File: config.mk
export PLATFORM = sky130hd
export DESIGN_NAME = uart_tx_arbiter
export DESIGN_NICKNAME = d
export VERILOG_FILES = /design/src/rtl/uart_tx_arbiter.sv
export SDC_FILE = /design/constraint.sdc
export NUM_CORES = 1
export LEC_CHECK = 0
export ABC_CLOCK_PERIOD_IN_PS = 2560
export CAP_MARGIN = 20
export CELL_PAD_IN_SITES_DETAIL_PLACEMENT = 1
export CELL_PAD_IN_SITES_GLOBAL_PLACEMENT = 1
export CORE_MARGIN = 1
export CORE_UTILIZATION = 38
export DETAILED_ROUTE_END_ITERATION = 10
export PLACE_DENSITY_LB_ADDON = 0.05
export RECOVER_POWER = 25
export SETUP_SLACK_MARGIN = 0.5
export SLEW_MARGIN = 30
export SYNTH_ARGS = -nofsm -noshare
export SYNTH_HDL_FRONTEND = slang
export SYNTH_SLANG_ARGS = --single-unit
File: constraint.sdc
create_clock -name clk -period 2.56 [get_ports clk]
set_input_delay 0.512 -clock clk [delete_from_list [all_inputs] [get_ports clk]]
set_output_delay 0.512 -clock clk [all_outputs]
set_load 0.05 [all_outputs]
File: src/rtl/uart_tx_arbiter.sv
// Round-robin arbiter sharing one UART transmitter between two byte sources.
// Captures a byte, pulses tx_start, follows tx_busy to frame end, then enforces an inter-frame gap.
module uart_tx_arbiter #(
   parameter int unsigned START_W = 2,
   parameter logic [15:0] BUSY_TO = 16'd64,
   parameter logic [15:0] GAP     = 16'd0
) (
   input  logic        clk,
   input  logic        rst,
   input  logic        req0_valid,
   input  logic [7:0]  req0_data,
   output logic        req0_ready,
   input  logic        req1_valid,
   input  logic [7:0]  req1_data,
   output logic        req1_ready,
   output logic [15:0] tx_data,
   output logic        tx_start,
   input  logic        tx_busy,
   input  logic        tx_ok,
   output logic [1:0]  grant,
   output logic        err,
   output logic [1:0]  err_code,
   input  logic        err_clr
);

   typedef enum logic [2:0] {
      StIdle, StLaunch, StWaitBusy, StWaitDone, StGapWait, StError
   } state_e;

   localparam logic [15:0] LaunchLast = 16'(START_W - 1);

   state_e      state_q, state_d;
   logic [15:0] cnt_q, cnt_d, cnt_inc;
   logic [15:0] tx_data_q, tx_data_d;
   logic        tx_start_q, tx_start_d;
   logic [1:0]  grant_q, grant_d;
   logic [1:0]  err_code_q, err_code_d;
   logic        rr_q, rr_d;
   logic        win1, can_accept, hs0, hs1;

   always_ff @(posedge clk or posedge rst) begin
      if (rst) begin
         state_q    <= StIdle;
         cnt_q      <= 16'd0;
         tx_data_q  <= 16'd0;
         tx_start_q <= 1'b0;
         grant_q    <= 2'b00;
         err_code_q <= 2'b00;
         rr_q       <= 1'b0;
      end else begin
         state_q    <= state_d;
         cnt_q      <= cnt_d;
         tx_data_q  <= tx_data_d;
         tx_start_q <= tx_start_d;
         grant_q    <= grant_d;
         err_code_q <= err_code_d;
         rr_q       <= rr_d;
      end
   end

   always_comb begin
      cnt_inc = (cnt_q == 16'hFFFF) ? cnt_q : cnt_q + 16'd1;

      // rr_q == 0 favours ch0; with no valid request the favoured channel is the nominal winner
      if (req0_valid && req1_valid) win1 = rr_q;
      else if (req1_valid)          win1 = 1'b1;
      else if (req0_valid)          win1 = 1'b0;
      else                          win1 = rr_q;

      can_accept = (state_q == StIdle) && !tx_busy && tx_ok && !rst;
      req0_ready = can_accept && !win1;
      req1_ready = can_accept && win1;
      hs0        = req0_valid && req0_ready;
      hs1        = req1_valid && req1_ready;

      state_d    = state_q;
      cnt_d      = cnt_q;
      tx_data_d  = tx_data_q;
      tx_start_d = tx_start_q;
      grant_d    = grant_q;
      err_code_d = err_code_q;
      rr_d       = rr_q;

      case (state_q)
         StIdle: begin
            if (hs0 || hs1) begin
               tx_data_d  = {8'h00, hs1 ? req1_data : req0_data};
               grant_d    = hs1 ? 2'b10 : 2'b01;
               rr_d       = hs0;
               cnt_d      = 16'd0;
               tx_start_d = 1'b1;
               state_d    = StLaunch;
            end
         end
         StLaunch: begin
            if (cnt_q == LaunchLast) begin
               tx_start_d = 1'b0;
               cnt_d      = 16'd0;
               state_d    = StWaitBusy;
            end else begin
               cnt_d = cnt_inc;
            end
         end
         StWaitBusy: begin
            if (tx_busy) begin
               state_d = StWaitDone;
            end else begin
               cnt_d = cnt_inc;
               if (cnt_inc >= BUSY_TO) begin
                  state_d    = StError;
                  err_code_d = 2'b01;
               end
            end
         end
         StWaitDone: begin
            if (!tx_busy) begin
               grant_d = 2'b00;
               cnt_d   = 16'd0;
               state_d = (GAP == 16'd0) ? StIdle : StGapWait;
            end
         end
         StGapWait: begin
            cnt_d = cnt_inc;
            if (cnt_inc >= GAP) state_d = StIdle;
         end
         StError: begin
            if (err_clr) begin
               err_code_d = 2'b00;
               grant_d    = 2'b00;
               state_d    = StIdle;
            end
         end
         default: state_d = StIdle;
      endcase

      // Transmitter fault wins over any same-cycle timeout or frame completion
      if (!tx_ok && state_q != StIdle && state_q != StError) begin
         state_d    = StError;
         err_code_d = 2'b10;
         tx_start_d = 1'b0;
         grant_d    = grant_q;
      end
   end

   assign tx_data  = tx_data_q;
   assign tx_start = tx_start_q;
   assign grant    = grant_q;
   assign err      = (state_q == StError);
   assign err_code = err_code_q;

endmodule

* After elaboration in Yosys (flattened, before gate mapping)
Cells that the tools add are included.
** Word-level totals
- Logic and storage cells :: 90
- Register bits after elaboration :: 33
** Cells by class
- Equality and inequality tests :: 20
- Bitwise operators :: 1
- Add/sub/neg operators :: 1
- Mux-type cells :: 32
- Order comparisons :: 2
- Reductions and logical operators :: 27
** Operator list (count)
- two-way mux 16 bit :: 5
- case mux 16 bit (5 select lines) :: 1
- two-way mux 3 bit :: 8
- != test 3 bit, second input constant :: 6
- case mux 3 bit (6 select lines) :: 1
- adder 16 x 1 -> 16 bit, second input constant :: 1
- == test 16 x 1 -> 1 bit, second input constant :: 1
- == test 16 bit, second input constant :: 1
- >= comparator 16 x 1 -> 1 bit, second input constant :: 1
- >= comparator 16 x 7 -> 1 bit, second input constant :: 1
- two-way mux 2 bit :: 7
- nonzero test 3 bit :: 4
- logical AND 1 bit :: 10
- two-way mux 8 bit :: 1
- AND reduction 4 bit :: 2
- == test 3 x 2 -> 1 bit, second input constant :: 2
- == test 3 bit, second input constant :: 2
- two-way mux 1 bit :: 6
- != test 3 x 1 -> 1 bit, second input constant :: 2
- case mux 2 bit (3 select lines) :: 1
- AND reduction 6 bit :: 1
- AND reduction 5 bit :: 1
- nonzero test 5 bit :: 1
- zero test 1 bit :: 4
- 11 further kinds :: 13

* Longest topological paths before layout
- Depth in word-level cells :: 10
- Mapped depth :: 8
- Gate-level depth less buffers :: 8

* Least setup slack after synthesis
OpenSTA, ideal clock, no wires.
- Path type :: input to register
- Start :: input port tx_busy
- End :: register tx_data_q[0], in the netlist tx_data[0]
- Cell stages on the path :: 7
- Buffers on the path :: 1
- Data arrival time :: 2404 ps
- Slack :: 20 ps
- Data required time :: 2424 ps
- Setup time :: 136 ps
- Cells stage by stage :: buf_2 nor3b_2 and2_1 and2_0 nand2_1 mux2i_1 o21ai_0
** On the way
- Cells in the longest elaborated chain, start to end :: 8
** Ends and longest elaborated chain
- from (decl) :: line 18 : input logic tx_busy,
- zero test 1 bit (*)
- logical AND 1 bit (*) (3 in a row) :: line 70 : can_accept = (state_q == StIdle) && !tx_busy && tx_ok && !rst;
- logical AND 1 bit (*) :: line 72 : req1_ready = can_accept && win1;
- named net req1_ready :: line 15 : output logic req1_ready,
- logical AND 1 bit (*) :: line 74 : hs1 = req1_valid && req1_ready;
- logical OR 1 bit :: line 86 : if (hs0 || hs1) begin
- AND reduction 2 bit (no line)
- to (signal assigned) :: line 53 : tx_data_q <= tx_data_d;
- to (decl) :: line 34 : logic [15:0] tx_data_q, tx_data_d;
The timed path passes the listed nets; every way through them passes the cells marked *.
A chain may end at the register's enable or synchronous reset.

* Worst setup path in the final report
- Start :: register cnt_q[0]
- End :: register state_q[0]
** On the way
- Cells in the longest elaborated chain, start to end :: 5
** Ends and longest elaborated chain
- from (decl) :: line 33 : logic [15:0] cnt_q, cnt_d, cnt_inc;
- from (signal assigned) :: line 52 : cnt_q <= cnt_d;
- adder 16 x 1 -> 16 bit or == test 16 bit (tied branches) :: line 62 : cnt_inc = (cnt_q == 16'hFFFF) ? cnt_q : cnt_q + 16'd1;
- two-way mux 16 bit :: line 62
- >= comparator 16 x 7 -> 1 bit or >= comparator 16 x 1 -> 1 bit (tied branches) :: line 109, 124
- != test 4 bit (no line) or != test 3 bit (tied branches)
- AND reduction 6 bit (no line) (*)
- to (signal assigned) :: line 43 : state_q <= StIdle;
- to (signal assigned) :: line 51 : state_q <= state_d;
- to (decl) :: line 32 : state_e state_q, state_d;
Every way passes the cells marked *; elsewhere a longest branch is shown, timed or not.

==> flow_summary.json <==
{
  "pin_count": 47,
  "synth.area.top_cells": "dfrtp_1 (37%), mux2i_1 (4.9%), o21ai_0 (4.4%), nand2_1 (4.3%), nor2_1 (3.2%)",
  "layout.nets": 355,
  "holdBufCountCts": 0,
  "async_flop_share": 1.00,
  "viasPerCell": 5.53,
  "critical_path.max_stage_delay_ns": 0.42,
  "n_antenna_cell": 0,
  "required_ns": 2.74,
  "first_global_vias": 2285,
  "insertion_delay_ns": 0.29,
  "dr.pass1.iters": 4,
  "vdd_drop_max_mv": 0.440,
  "core_mm2": 0.00561,
  "initial_utilization": 0.402,
  "rsz0062_at_grt": "true",
  "cts_tree": "built",
  "crit_chain": "ha_4 > nand4_1 > buf_6 > buf_4 > o31ai_1 > nand3_2 > o41ai_4 > mux2_4",
  "period_minus_slack_ns": 2.29,
  "critical_path.max_fanout": 5,
  "ys_types": 61,
  "die_h_um": 79.0,
  "grt_pass1_wl_um": 11600,
  "final.setup.tns_ns": 0,
  "path_buf_inv": 2,
  "place_inst": 380,
  "cp-start-kind": "register",
  "critPathKind": "reg2reg",
  "antenna_found_initial": 0,
  "wirelength_um": 7410,
  "fill_cells": 644,
  "hp-class": "reg2reg",
  "drc": 0,
  "yosysWarnings": 0,
  "drtIter0Drc": 104,
  "grt_overflow": 0,
  "synthToLayoutAreaGrowth_pct": 47.0,
  "ys_ff_latch": 33,
  "hpwl_um": 5010,
  "fmax_mhz": 437,
  "numCtsBuffers": 5,
  "antenna_left": 0,
  "path_delay_family": "compound AO/OA/AOI/OAI gates",
  "grt_util_all_layers": 0.245,
  "p_leak_nw": 1.49,
  "grt_max_degree": 34,
  "final_cell_count_no_fill": 403,
  "synth_top_area_share": 0.367,
  "port_buffers": 38,
  "cts_sinks": 33,
  "ys_dominant_reg_cell": "dfrtp_1",
  "ys_seq_area_frac": 0.367,
  "routedWlPerCell_um": 18.4,
  "cts_max_level": 2,
  "final-max-slew-violation-count": 0,
  "placed_area_mm2": 0.00292,
  "syn_avg_cell_area_um2": 8.80,
  "cts_buffer_depth": 2,
  "netlist_area_mm2": 0.00225,
  "synth_edf_count": 0,
  "end_kind": "register",
  "setup_violations": 0,
  "syn_inst": 256,
  "cp_slowest_cell": "dfrtp_2",
  "post-route-period-util": 0.894,
  "cts-root-buf": "clkbuf_8",
  "cts.clk_slew.worst_paths_ns": 0.07,
  "status": "completed",
  "tightest_slew_ns": 0.900,
  "gp_congestion": 0.859,
  "die-width_um": 79.0,
  "row_count": 27,
  "yosys.area.top_type": "dfrtp_1",
  "relSlewSlack": 0.400,
  "maxCapViolCount": 0,
  "stdcell_area_mm2": 0.00331,
  "vias": 2229,
  "drive_above_1_share": 0.317,
  "hold_viol": 0,
  "powerDensity_mw_per_mm2": 986,
  "die_area_mm2": 0.00624,
  "final.setup_skew_ns": 0.00334,
  "worstPathArrival_ns": 2.47
}
Yosys cell counts, types with 2 or more instances:
master     number
nor2_1         19
and2_1          4
o21ai_0        20
a21oi_1        11
nand2b_1        4
nand2_1        26
nand4_1         4
mux2i_1        11
inv_1           9
xor2_1          2
and3_1          2
buf_4           8
buf_2           7
nor4_1          9
nand3_2         3
or2_2           3
a31oi_1         4
nor4_2          2
o31a_1          3
nand3_1         5
xnor2_1         8
clkbuf_1        6
a21o_1          2
ha_1            2
dfrtp_1        33
a221oi_1        2
o31ai_1         5
nor4b_1         2
nor3_1          7
o2bb2ai_1       2
layer usage:
metal,up-vias,share of wire,wire length [um],GRT usage
li1,1064,-,-,-
met1,1087,0.44,3280,0.310
met2,66,0.50,3710,0.413
met3,12,0.039,292,0.0471
met4,0,0.017,126,0.0909
met5,-,0,0,0
flip-flops by register name (all words and copies together) (netlist names):
name      cells
cnt_q        16
tx_data       8
state_q       3
err_code      2
grant         2
rr_q          1
tx_start      1
timing repair:
item	4_1_cts	5_1_grt
endpoints found under the setup margin	27	23
setup buffers	4	11
resized for setup	30	15
pin swaps	4	5
where the power goes:
group | internal, mW | switching, mW
sequential | 0.659 | 0.129
clock | 0.317 | 0.210
combinational | 0.780 | 1.17
total | 1.76 | 1.51
kinds of logic (layout without fill, tap and decap cells):
family,count (synthesis),count (layout),share of synthesized area
multiplexers,13,13,0.0606
adder cells (fa/ha/maj),3,3,0.0156
flip-flops,33,33,0.367
AO/OA/AOI/OAI,66,66,0.203
AND/OR/NAND/NOR,99,99,0.244
buffers and inverters,31,99,0.0689
other,1,8,0.00167
XOR/XNOR,10,10,0.0389
cell usage in the layout (no fill, tap or decap), drive strengths merged, types with 8 or more instances in the layout:
cell,Yosys,final
clkdlybuf4s50,0,30
nand3,8,8
inv,9,9
nor2,19,19
nor4,11,11
buf,16,46
xnor2,8,8
conb,1,8
nand2,26,26
mux2i,11,11
o21ai,21,21
a21oi,11,11
dfrtp,33,33
through the flow:
step / power (mW) / utilization / hold slack [ns] / worst slack (ns)
2_1_floorplan: 1.91 / - / 0.476 / 0.384
3_3_place_gp: 2.42 / 0.520 / 0.459 / 0.0184
3_5_place_dp: 2.45 / 0.520 / 0.476 / -0.0509
4_1_cts: 3.06 / 0.565 / 0.493 / 0.232
5_1_grt: 3.44 / 0.590 / 0.516 / 0.229
6_report: 3.27 / 0.590 / 0.490 / 0.271
layout make-up:
type / instances / area (um^2) / share of cell area
inverter: 9 / 33.8 / 0.0102
tap: 72 / 90.1 / 0.0272
clock buffer: 6 / 82.6 / 0.0249
timing repair buffer: 82 / 727 / 0.220
sequential: 33 / 835 / 0.252
clock inverter: 2 / 37.5 / 0.0113
multi-input combinational: 199 / 1510 / 0.455
final timing paths:
path / start / endpoint / slack, ns / cells past startpoint
max in group asynchronous: rst / cnt_q[4]$_DFFE_PP0P_ / 1.25 / 3
setup reg to reg: cnt_q[0]$_DFFE_PP0P_ / state_q[0]$_DFFE_PP0P_ / 0.27 / 8
hold reg to reg: grant[1]$_DFFE_PP0P_ / grant[1]$_DFFE_PP0P_ / 0.49 / 2
min in group asynchronous: rst / state_q[2]$_DFFE_PP0P_ / 0.69 / 3
hold / removal: grant[1]$_DFFE_PP0P_ / grant[1]$_DFFE_PP0P_ / 0.49 / 2
setup / recovery: cnt_q[0]$_DFFE_PP0P_ / state_q[0]$_DFFE_PP0P_ / 0.27 / 8
worst register-to-register path, stage by stage, from the launching register on:
cell,delay [ns]
dfrtp_2,0.42
ha_4,0.17
nand4_1,0.10
buf_6,0.17
buf_4,0.14
o31ai_1,0.28
nand3_2,0.16
o41ai_4,0.40
mux2_4,0.33
Power figures use the tool's default switching activity.
